[src/rtl/fp16_div_seq.sv]
// Purpose : sequential IEEE 754 half-precision divider (restoring radix-2, RNE, subnormal flush on output).
// Latency : 15 cycles for normal operands, +1 per leading-zero NORM shift (max 25); special cases 1 cycle.
// Backpres: one division in flight; in_ready only in IDLE; result held with out_valid until out_ready.
//
// Ports:
//   clk, rst_n              clock (rising edge), asynchronous active-low reset
//   in_valid/in_ready, na, nb   operand handshake: na = dividend, nb = divisor (FP16)
//   out_valid/out_ready     result handshake
//   quotient                FP16 result
//   flags                   {invalid, div_by_zero, overflow, underflow}
module fp16_div_seq #(
    parameter int BIAS  = 15,
    parameter int QBITS = 13
) (
    input  logic        clk,
    input  logic        rst_n,
    input  logic        in_valid,
    output logic        in_ready,
    input  logic [15:0] na,
    input  logic [15:0] nb,
    output logic        out_valid,
    input  logic        out_ready,
    output logic [15:0] quotient,
    output logic [3:0]  flags
);

    typedef enum logic [2:0] {
        S_IDLE,
        S_NORM,
        S_DIV,
        S_ROUND,
        S_DONE
    } state_t;

    localparam logic signed [6:0] BIAS_S = 7'(BIAS);
    localparam logic [3:0]        LAST_Q = 4'(QBITS - 1);

    state_t              state_q, state_d;
    logic [10:0]         ma_q, ma_d, mb_q, mb_d;
    logic signed [6:0]   ea_q, ea_d, eb_q, eb_d;
    logic [11:0]         rem_q, rem_d;
    logic [QBITS-1:0]    q_q, q_d;
    logic [3:0]          cnt_q, cnt_d;
    logic                sign_q, sign_d;
    logic                spec_q, spec_d;
    logic [15:0]         spec_res_q, spec_res_d;
    logic [3:0]          spec_flg_q, spec_flg_d;
    logic                out_valid_q, out_valid_d;
    logic [15:0]         quotient_q, quotient_d;
    logic [3:0]          flags_q, flags_d;

    // ---------------- operand classification ----------------
    logic [4:0] a_exp, b_exp;
    logic [9:0] a_frac, b_frac;
    logic       a_nan, b_nan, a_inf, b_inf, a_zero, b_zero, is_spec, in_sign;
    logic [15:0] dec_res;
    logic [3:0]  dec_flg;

    assign a_exp   = na[14:10];
    assign b_exp   = nb[14:10];
    assign a_frac  = na[9:0];
    assign b_frac  = nb[9:0];
    assign a_nan   = (&a_exp) && (|a_frac);
    assign b_nan   = (&b_exp) && (|b_frac);
    assign a_inf   = (&a_exp) && !(|a_frac);
    assign b_inf   = (&b_exp) && !(|b_frac);
    assign a_zero  = !(|a_exp) && !(|a_frac);
    assign b_zero  = !(|b_exp) && !(|b_frac);
    assign is_spec = a_nan | b_nan | a_inf | b_inf | a_zero | b_zero;
    assign in_sign = na[15] ^ nb[15];

    always_comb begin
        dec_res = {in_sign, 15'h0000};
        dec_flg = 4'b0000;
        if (a_nan || b_nan || (a_zero && b_zero) || (a_inf && b_inf)) begin
            dec_res = 16'h7E00;
            dec_flg = 4'b1000;
        end else if (b_zero) begin
            dec_res = {in_sign, 5'h1F, 10'h000};
            dec_flg = 4'b0100;
        end else if (a_inf) begin
            dec_res = {in_sign, 5'h1F, 10'h000};
        end
        // remaining cases (finite/inf, 0/finite) keep the signed zero default
    end

    // ---------------- one restoring division step ----------------
    logic        rem_ge;
    logic [11:0] rem_sub;

    assign rem_ge  = rem_q >= {1'b0, mb_q};
    // rem_sub < mb after the step, so bit 11 is always clear and drops out of the shift
    assign rem_sub = rem_ge ? (rem_q - {1'b0, mb_q}) : rem_q;

    // ---------------- rounding and range check ----------------
    logic signed [6:0] e_raw, e_adj, e_fin;
    logic [9:0]        frac_pre;
    logic              guard, sticky, inc;
    logic [10:0]       frac_sum;
    logic [15:0]       rnd_res;
    logic [3:0]        rnd_flg;

    assign e_raw = ea_q - eb_q + BIAS_S;

    always_comb begin
        if (q_q[QBITS-1]) begin
            frac_pre = q_q[QBITS-2:2];
            guard    = q_q[1];
            sticky   = q_q[0] | (|rem_q);
            e_adj    = e_raw;
        end else begin
            frac_pre = q_q[QBITS-3:1];
            guard    = q_q[0];
            sticky   = |rem_q;
            e_adj    = e_raw - 7'sd1;
        end
    end

    // The hidden bit is always 1 here, so a carry out of the fraction means
    // the significand rolled over to 1.0: fraction becomes 0 and e bumps.
    assign inc      = guard && (sticky || frac_pre[0]);
    assign frac_sum = {1'b0, frac_pre} + {10'h000, inc};
    assign e_fin    = e_adj + {6'h00, frac_sum[10]};

    always_comb begin
        rnd_res = {sign_q, e_fin[4:0], frac_sum[9:0]};
        rnd_flg = 4'b0000;
        if (e_fin >= 7'sd31) begin
            rnd_res = {sign_q, 5'h1F, 10'h000};
            rnd_flg = 4'b0010;
        end else if (e_fin <= 7'sd0) begin
            rnd_res = {sign_q, 15'h0000};
            rnd_flg = 4'b0001;
        end
    end

    // ---------------- next-state logic ----------------
    always_comb begin
        state_d     = state_q;
        ma_d        = ma_q;
        mb_d        = mb_q;
        ea_d        = ea_q;
        eb_d        = eb_q;
        rem_d       = rem_q;
        q_d         = q_q;
        cnt_d       = cnt_q;
        sign_d      = sign_q;
        spec_d      = spec_q;
        spec_res_d  = spec_res_q;
        spec_flg_d  = spec_flg_q;
        out_valid_d = out_valid_q;
        quotient_d  = quotient_q;
        flags_d     = flags_q;

        case (state_q)
            S_IDLE: begin
                if (in_valid) begin
                    sign_d     = in_sign;
                    spec_d     = is_spec;
                    spec_res_d = dec_res;
                    spec_flg_d = dec_flg;
                    ma_d       = {(|a_exp), a_frac};
                    mb_d       = {(|b_exp), b_frac};
                    ea_d       = (|a_exp) ? {2'b00, a_exp} : 7'sd1;
                    eb_d       = (|b_exp) ? {2'b00, b_exp} : 7'sd1;
                    // specials spend their single cycle in ROUND so the
                    // result registers are loaded from one place only
                    state_d    = is_spec ? S_ROUND : S_NORM;
                end
            end
            S_NORM: begin
                if (ma_q[10] && mb_q[10]) begin
                    rem_d   = {1'b0, ma_q};
                    q_d     = '0;
                    cnt_d   = 4'h0;
                    state_d = S_DIV;
                end else begin
                    if (!ma_q[10]) begin
                        ma_d = {ma_q[9:0], 1'b0};
                        ea_d = ea_q - 7'sd1;
                    end
                    if (!mb_q[10]) begin
                        mb_d = {mb_q[9:0], 1'b0};
                        eb_d = eb_q - 7'sd1;
                    end
                end
            end
            S_DIV: begin
                rem_d = {rem_sub[10:0], 1'b0};
                q_d   = {q_q[QBITS-2:0], rem_ge};
                cnt_d = cnt_q + 4'h1;
                if (cnt_q == LAST_Q) begin
                    state_d = S_ROUND;
                end
            end
            S_ROUND: begin
                quotient_d  = spec_q ? spec_res_q : rnd_res;
                flags_d     = spec_q ? spec_flg_q : rnd_flg;
                out_valid_d = 1'b1;
                state_d     = S_DONE;
            end
            S_DONE: begin
                if (out_ready) begin
                    out_valid_d = 1'b0;
                    state_d     = S_IDLE;
                end
            end
            default: begin
                out_valid_d = 1'b0;
                state_d     = S_IDLE;
            end
        endcase
    end

    always_ff @(posedge clk or negedge rst_n) begin
        if (!rst_n) begin
            state_q     <= S_IDLE;
            ma_q        <= 11'h000;
            mb_q        <= 11'h000;
            ea_q        <= 7'sd0;
            eb_q        <= 7'sd0;
            rem_q       <= 12'h000;
            q_q         <= '0;
            cnt_q       <= 4'h0;
            sign_q      <= 1'b0;
            spec_q      <= 1'b0;
            spec_res_q  <= 16'h0000;
            spec_flg_q  <= 4'b0000;
            out_valid_q <= 1'b0;
            quotient_q  <= 16'h0000;
            flags_q     <= 4'b0000;
        end else begin
            state_q     <= state_d;
            ma_q        <= ma_d;
            mb_q        <= mb_d;
            ea_q        <= ea_d;
            eb_q        <= eb_d;
            rem_q       <= rem_d;
            q_q         <= q_d;
            cnt_q       <= cnt_d;
            sign_q      <= sign_d;
            spec_q      <= spec_d;
            spec_res_q  <= spec_res_d;
            spec_flg_q  <= spec_flg_d;
            out_valid_q <= out_valid_d;
            quotient_q  <= quotient_d;
            flags_q     <= flags_d;
        end
    end

    assign in_ready  = (state_q == S_IDLE);
    assign out_valid = out_valid_q;
    assign quotient  = quotient_q;
    assign flags     = flags_q;

endmodule

[config.mk]
export PLATFORM = sky130hd
export DESIGN_NAME = fp16_div_seq
export DESIGN_NICKNAME = d
export VERILOG_FILES = /design/src/rtl/fp16_div_seq.sv
export SDC_FILE = /design/constraint.sdc
export NUM_CORES = 1
export LEC_CHECK = 0
export BUFFER_PORTS_ARGS = -buffer_cell sky130_fd_sc_hd__buf_2
export CORE_MARGIN = 8
export CORE_UTILIZATION = 60
export CTS_BUF_LIST = sky130_fd_sc_hd__clkbuf_2
export DETAILED_ROUTE_END_ITERATION = 10
export HOLD_SLACK_MARGIN = 0.06
export PLACE_DENSITY = 0.8
export SETUP_SLACK_MARGIN = 0.05
export SLEW_MARGIN = 10
export SYNTH_ARGS = -nofsm -noshare
export SYNTH_HDL_FRONTEND = slang
export SYNTH_SLANG_ARGS = --single-unit
[constraint.sdc]
create_clock -name clk -period 5.15 [get_ports clk]
set_input_delay 1.03 -clock clk [delete_from_list [all_inputs] [get_ports clk]]
set_output_delay 1.03 -clock clk [all_outputs]
set_load 0.02 [all_outputs]
==> results.md <==
STA:
- The setup TNS is 0 ns.
- At the pin with the least slew margin, the transition time is 1.03 ns.
- The total setup violations reported at the end of the flow is 0.
- For this run, the top clock speed supported by timing is 229 MHz.
- Setup repair after global routing left no endpoint under its margin.
- The worst relative slew slack is 30.8%.
- The worst clock skew on the final layout is 0.0319 ns.
- The final cycle utilization of the critical path is 84.8%.
- The worst hold slack is 0.432 ns.
- The max-slew violation count is 0.
- The minimum period implied by the final worst setup slack is 4.37 ns.
- The number of hold violations in the final report was 0.

Synthesis:
- The commonest cells after synthesis are sky130_fd_sc_hd__nand2_1, sky130_fd_sc_hd__dfrtp_1, sky130_fd_sc_hd__o21ai_0, sky130_fd_sc_hd__nor2_1, sky130_fd_sc_hd__inv_1.
- The share of synthesized area occupied by flip-flops and latches is 38.0%.
- The largest area contributor in the netlist is sky130_fd_sc_hd__dfrtp_1.
- The count of cell types in the netlist is 73.
- Yosys instantiated no cell more often than sky130_fd_sc_hd__nand2_1.
- The total nets after synthesis is 804.
- The number of warning messages in the yosys log is 0.
- Counting flops and latches in the post-synthesis netlist gives 95.
- Counting flops with an async set or reset pin after synthesis yields a share of 100%.
- Counting flops with a built-in enable in the synthesized netlist gives 0.
- Yosys attributes the largest share of cell area to sky130_fd_sc_hd__dfrtp_1, sky130_fd_sc_hd__nand2_1, sky130_fd_sc_hd__ha_1.
- The mean post-synth cell area is 8.52 um2.
- Synthesis handed over a netlist of 735 instances.
- The summed instance area of the synthesized netlist is 6260 um2.
- The most used flip-flop cell after synthesis is sky130_fd_sc_hd__dfrtp_1.
- The area fraction of the dominant cell type after synthesis is 38.0%.

Placed design:
- The HPWL after detailed placement is 12.0 mm.
- After detailed placement, the total cell area comes to 6620 um2.
- In this run the tool buffered the top-level ports with 57 buffer cells.
- The count of placed standard cells including taps is 897.
- The weighted congestion reported at the end of routability-driven placement is 0.929.

Clocking:
- The library cell used as clock root buffer is sky130_fd_sc_hd__clkbuf_2.
- After clock tree synthesis, the repair step resized 0 gates.
- The clock net in this run drives a total of 95 sinks.
- The H-tree level count is 3.
- Counting the buffers created by CTS gives 9.
- TritonCTS built the clock tree.
- Buffers added to address setup during post-CTS repair amount to 0.
- After clock tree synthesis, the clock-pin slew on the worst setup and hold paths is 0.27 ns.
- The insertion delay of the later-clocked pin in the worst-skew pair is 0.62 ns.
- Counting along the longest clock path gives a buffer depth of 2.
- The post-cts hold buffer count is 0.

Routing:
- The detailed router finished its first iteration with 403 violations.
- After detailed routing, the number of remaining DRC violations is 0.
- Across all layers, the routed design uses 5734 vias.
- The final antenna-violating net count is 0.
- The via-per-instance ratio is 6.29.
- In the final routed layout, each cell accounts on average for 17.8 um.
- The pre-antenna-repair detailed-routing pass consisted of 5 iterations.
- The post-detailed-routing wire length is 16.3 mm.

GRT:
- The initial antenna violation count is 0.
- The via count of the first global-routing pass is 5614.
- The first-pass GRT wire length is 27.3 mm.
- The total congestion overflow is 0.
- The maximum number of pins on one net before global-route repair is 64.
- The overall global routing resource usage is 23.5%.

Cells and area:
- Fill cells in the final layout number 890.
- From synthesis to final layout, the design area changed by 7.06%.
- The number of nets at the end of the flow is 841.
- The post-route netlist has 12.8% of its cells at a drive strength greater than 1.
- The count of placed standard cells in the final layout, fillers left out is 912.
- The end-of-flow core utilization is 65.5%.
- The count of inserted antenna diode cells is 0.
- The post-layout instance area is 6700 um2.

Worst setup path:
- Data arrives at the worst endpoint at 4.89 ns.
- The endpoint class of the critical path is a flop.
- The slowest stage of the critical path is the sky130_fd_sc_hd__a41oi_1 cell.
- The number of buffers and inverters on the critical path is 0.
- For this run, the slowest stage of the critical path takes 0.78 ns.
- The data required time at the worst endpoint is 5.67 ns.
- The critical path goes through nor4_1 -> nand3_1 -> o21ai_0 -> a21oi_1 -> ha_1 -> ha_1 -> nand3_1 -> nor2_1 -> nand2_1 -> nor4b_1 -> ha_1 -> or3b_1 -> nand2_1 -> nor4_1 -> a41oi_1 -> nor2_1 -> o31a_1.
- The worst setup path is launched from a flop.
- The cell class contributing the biggest share of worst-path delay is simple AND/OR/NAND/NOR gates.
- In this run the worst path has a maximum fanout of 11.
- The critical path in this run is classified as reg2reg.
- The most numerous cell on the critical path is sky130_fd_sc_hd__ha_1.

Status:
- The run finished with clean final reports.

Pwr:
- The worst ir drop on vdd is 0.000385 V.
- For this design the ratio of total power to cell area is 777 nW/um2.
- The leakage dissipation is 2.98 nW.

Floorplanning:
- Row generation in the floorplan step produced 37 rows.
- The initial utilization of the core area, before any placement, comes to 61.2%.
- The height of the chip is 118 um.
- The die width is 118 um.
- The I/O pin total is 58.
- The area of the die is 14000 um2.
- The region available for standard cell placement spans 10200 um2.

Flow run:
- The number of violations of the max-capacitance limit is 0.

Worst hold path:
- In this run the worst hold path is classified as in2async.
==> layout by cell type, fill, tap and decap left out, drive strengths merged, types with 13 or more instances in the layout <==
cell type | synthesis | routed
nand3 | 22 | 22
a22oi | 22 | 22
inv | 36 | 36
o21ai | 57 | 57
a21oi | 28 | 28
nand2 | 133 | 133
xor2 | 13 | 13
ha | 31 | 31
nor4 | 19 | 19
buf | 8 | 65
a211oi | 13 | 13
nor3 | 21 | 21
dfrtp | 95 | 95
xnor2 | 23 | 23
nor2 | 44 | 44
==> power breakdown <==
group,internal [mW],switching (mW)
clock network,0.0627,0.261
logic,1.40,2.14
registers,1.04,0.306
total,2.50,2.71
==> cell families (layout without fill, tap and decap cells) <==
family / after synthesis / count (layout) / share of synthesized area, %
DFF: 95 / 95 / 38.0
adders and majority gates: 33 / 33 / 6.84
xor gates and xnor gates: 37 / 37 / 5.52
muxes: 15 / 15 / 2.48
and+or+nand+nor: 296 / 296 / 22.9
buffers and inverters: 75 / 116 / 4.72
AOI/OAI and AO/OA: 184 / 184 / 19.5
==> layout make-up <==
| type | instances | area, um2 | share of cell area [%] |
|---|---|---|---|
| Timing Repair Buffer | 65 | 348 | 5.19 |
| Sequential cell | 95 | 2380 | 35.5 |
| Clock buffer | 11 | 55.1 | 0.822 |
| Clock inverter | 4 | 23.8 | 0.355 |
| Tap cell | 136 | 170 | 2.54 |
| Inverter | 36 | 135 | 2.02 |
| Multi-Input combinational cell | 565 | 3590 | 53.6 |
==> flip-flops by register name (all words and copies together) (netlist names), 3 cells and up <==
name,flops
state_q,3
eb_q,7
cnt_q,4
ma_q,11
rem_q,12
flags,4
spec_res_q,3
ea_q,7
mb_q,11
quotient,16
q_q,13
==> final timing paths <==
kind                       startpoint  endpoint  slack, ns  cells past startpoint
setup / recovery             rem_q[2]  flags[0]       0.78                     17
hold / removal                  rst_n   ea_q[5]       0.43                      1
setup reg to reg             rem_q[2]  flags[0]       0.78                     17
hold reg to reg                q_q[0]    q_q[0]       0.50                      2
max in group asynchronous       rst_n   mb_q[4]       3.76                      2
min in group clk               q_q[0]    q_q[0]       0.50                      2
==> routing by layer <==
metal | vias to the layer above | GRT usage [%] | part of all wire (%)
li1 | 2693 | - | -
met1 | 2836 | 29.2 | 42
met2 | 178 | 40.7 | 51
met3 | 27 | 3.19 | 5.5
met4 | 0 | 8.89 | 1.8
met5 | - | 0 | 0
==> per-stage QoR <==
| step | worst slack, ns | power, mW |
|---|---|---|
| detailed placement | 0.914 | 4.82 |
| global placement | 1.15 | 4.73 |
| CTS | 0.884 | 5.15 |
| global route | 0.433 | 5.67 |
| finish | 0.782 | 5.20 |
| floorplan | 0.763 | 4.04 |
==> worst reg2reg max path, cell delays in order (launching register included) <==
cell	delay, ns
sky130_fd_sc_hd__dfrtp_1	0.46
sky130_fd_sc_hd__nor4_1	0.09
sky130_fd_sc_hd__nand3_1	0.11
sky130_fd_sc_hd__o21ai_0	0.09
sky130_fd_sc_hd__a21oi_1	0.17
sky130_fd_sc_hd__ha_1	0.24
sky130_fd_sc_hd__ha_1	0.23
sky130_fd_sc_hd__nand3_1	0.10
sky130_fd_sc_hd__nor2_1	0.23
sky130_fd_sc_hd__nand2_1	0.13
sky130_fd_sc_hd__nor4b_1	0.42
sky130_fd_sc_hd__ha_1	0.29
sky130_fd_sc_hd__or3b_1	0.41
sky130_fd_sc_hd__nand2_1	0.12
sky130_fd_sc_hd__nor4_1	0.06
sky130_fd_sc_hd__a41oi_1	0.78
sky130_fd_sc_hd__nor2_1	0.08
sky130_fd_sc_hd__o31a_1	0.27
(Power assumes the default switching activity.)
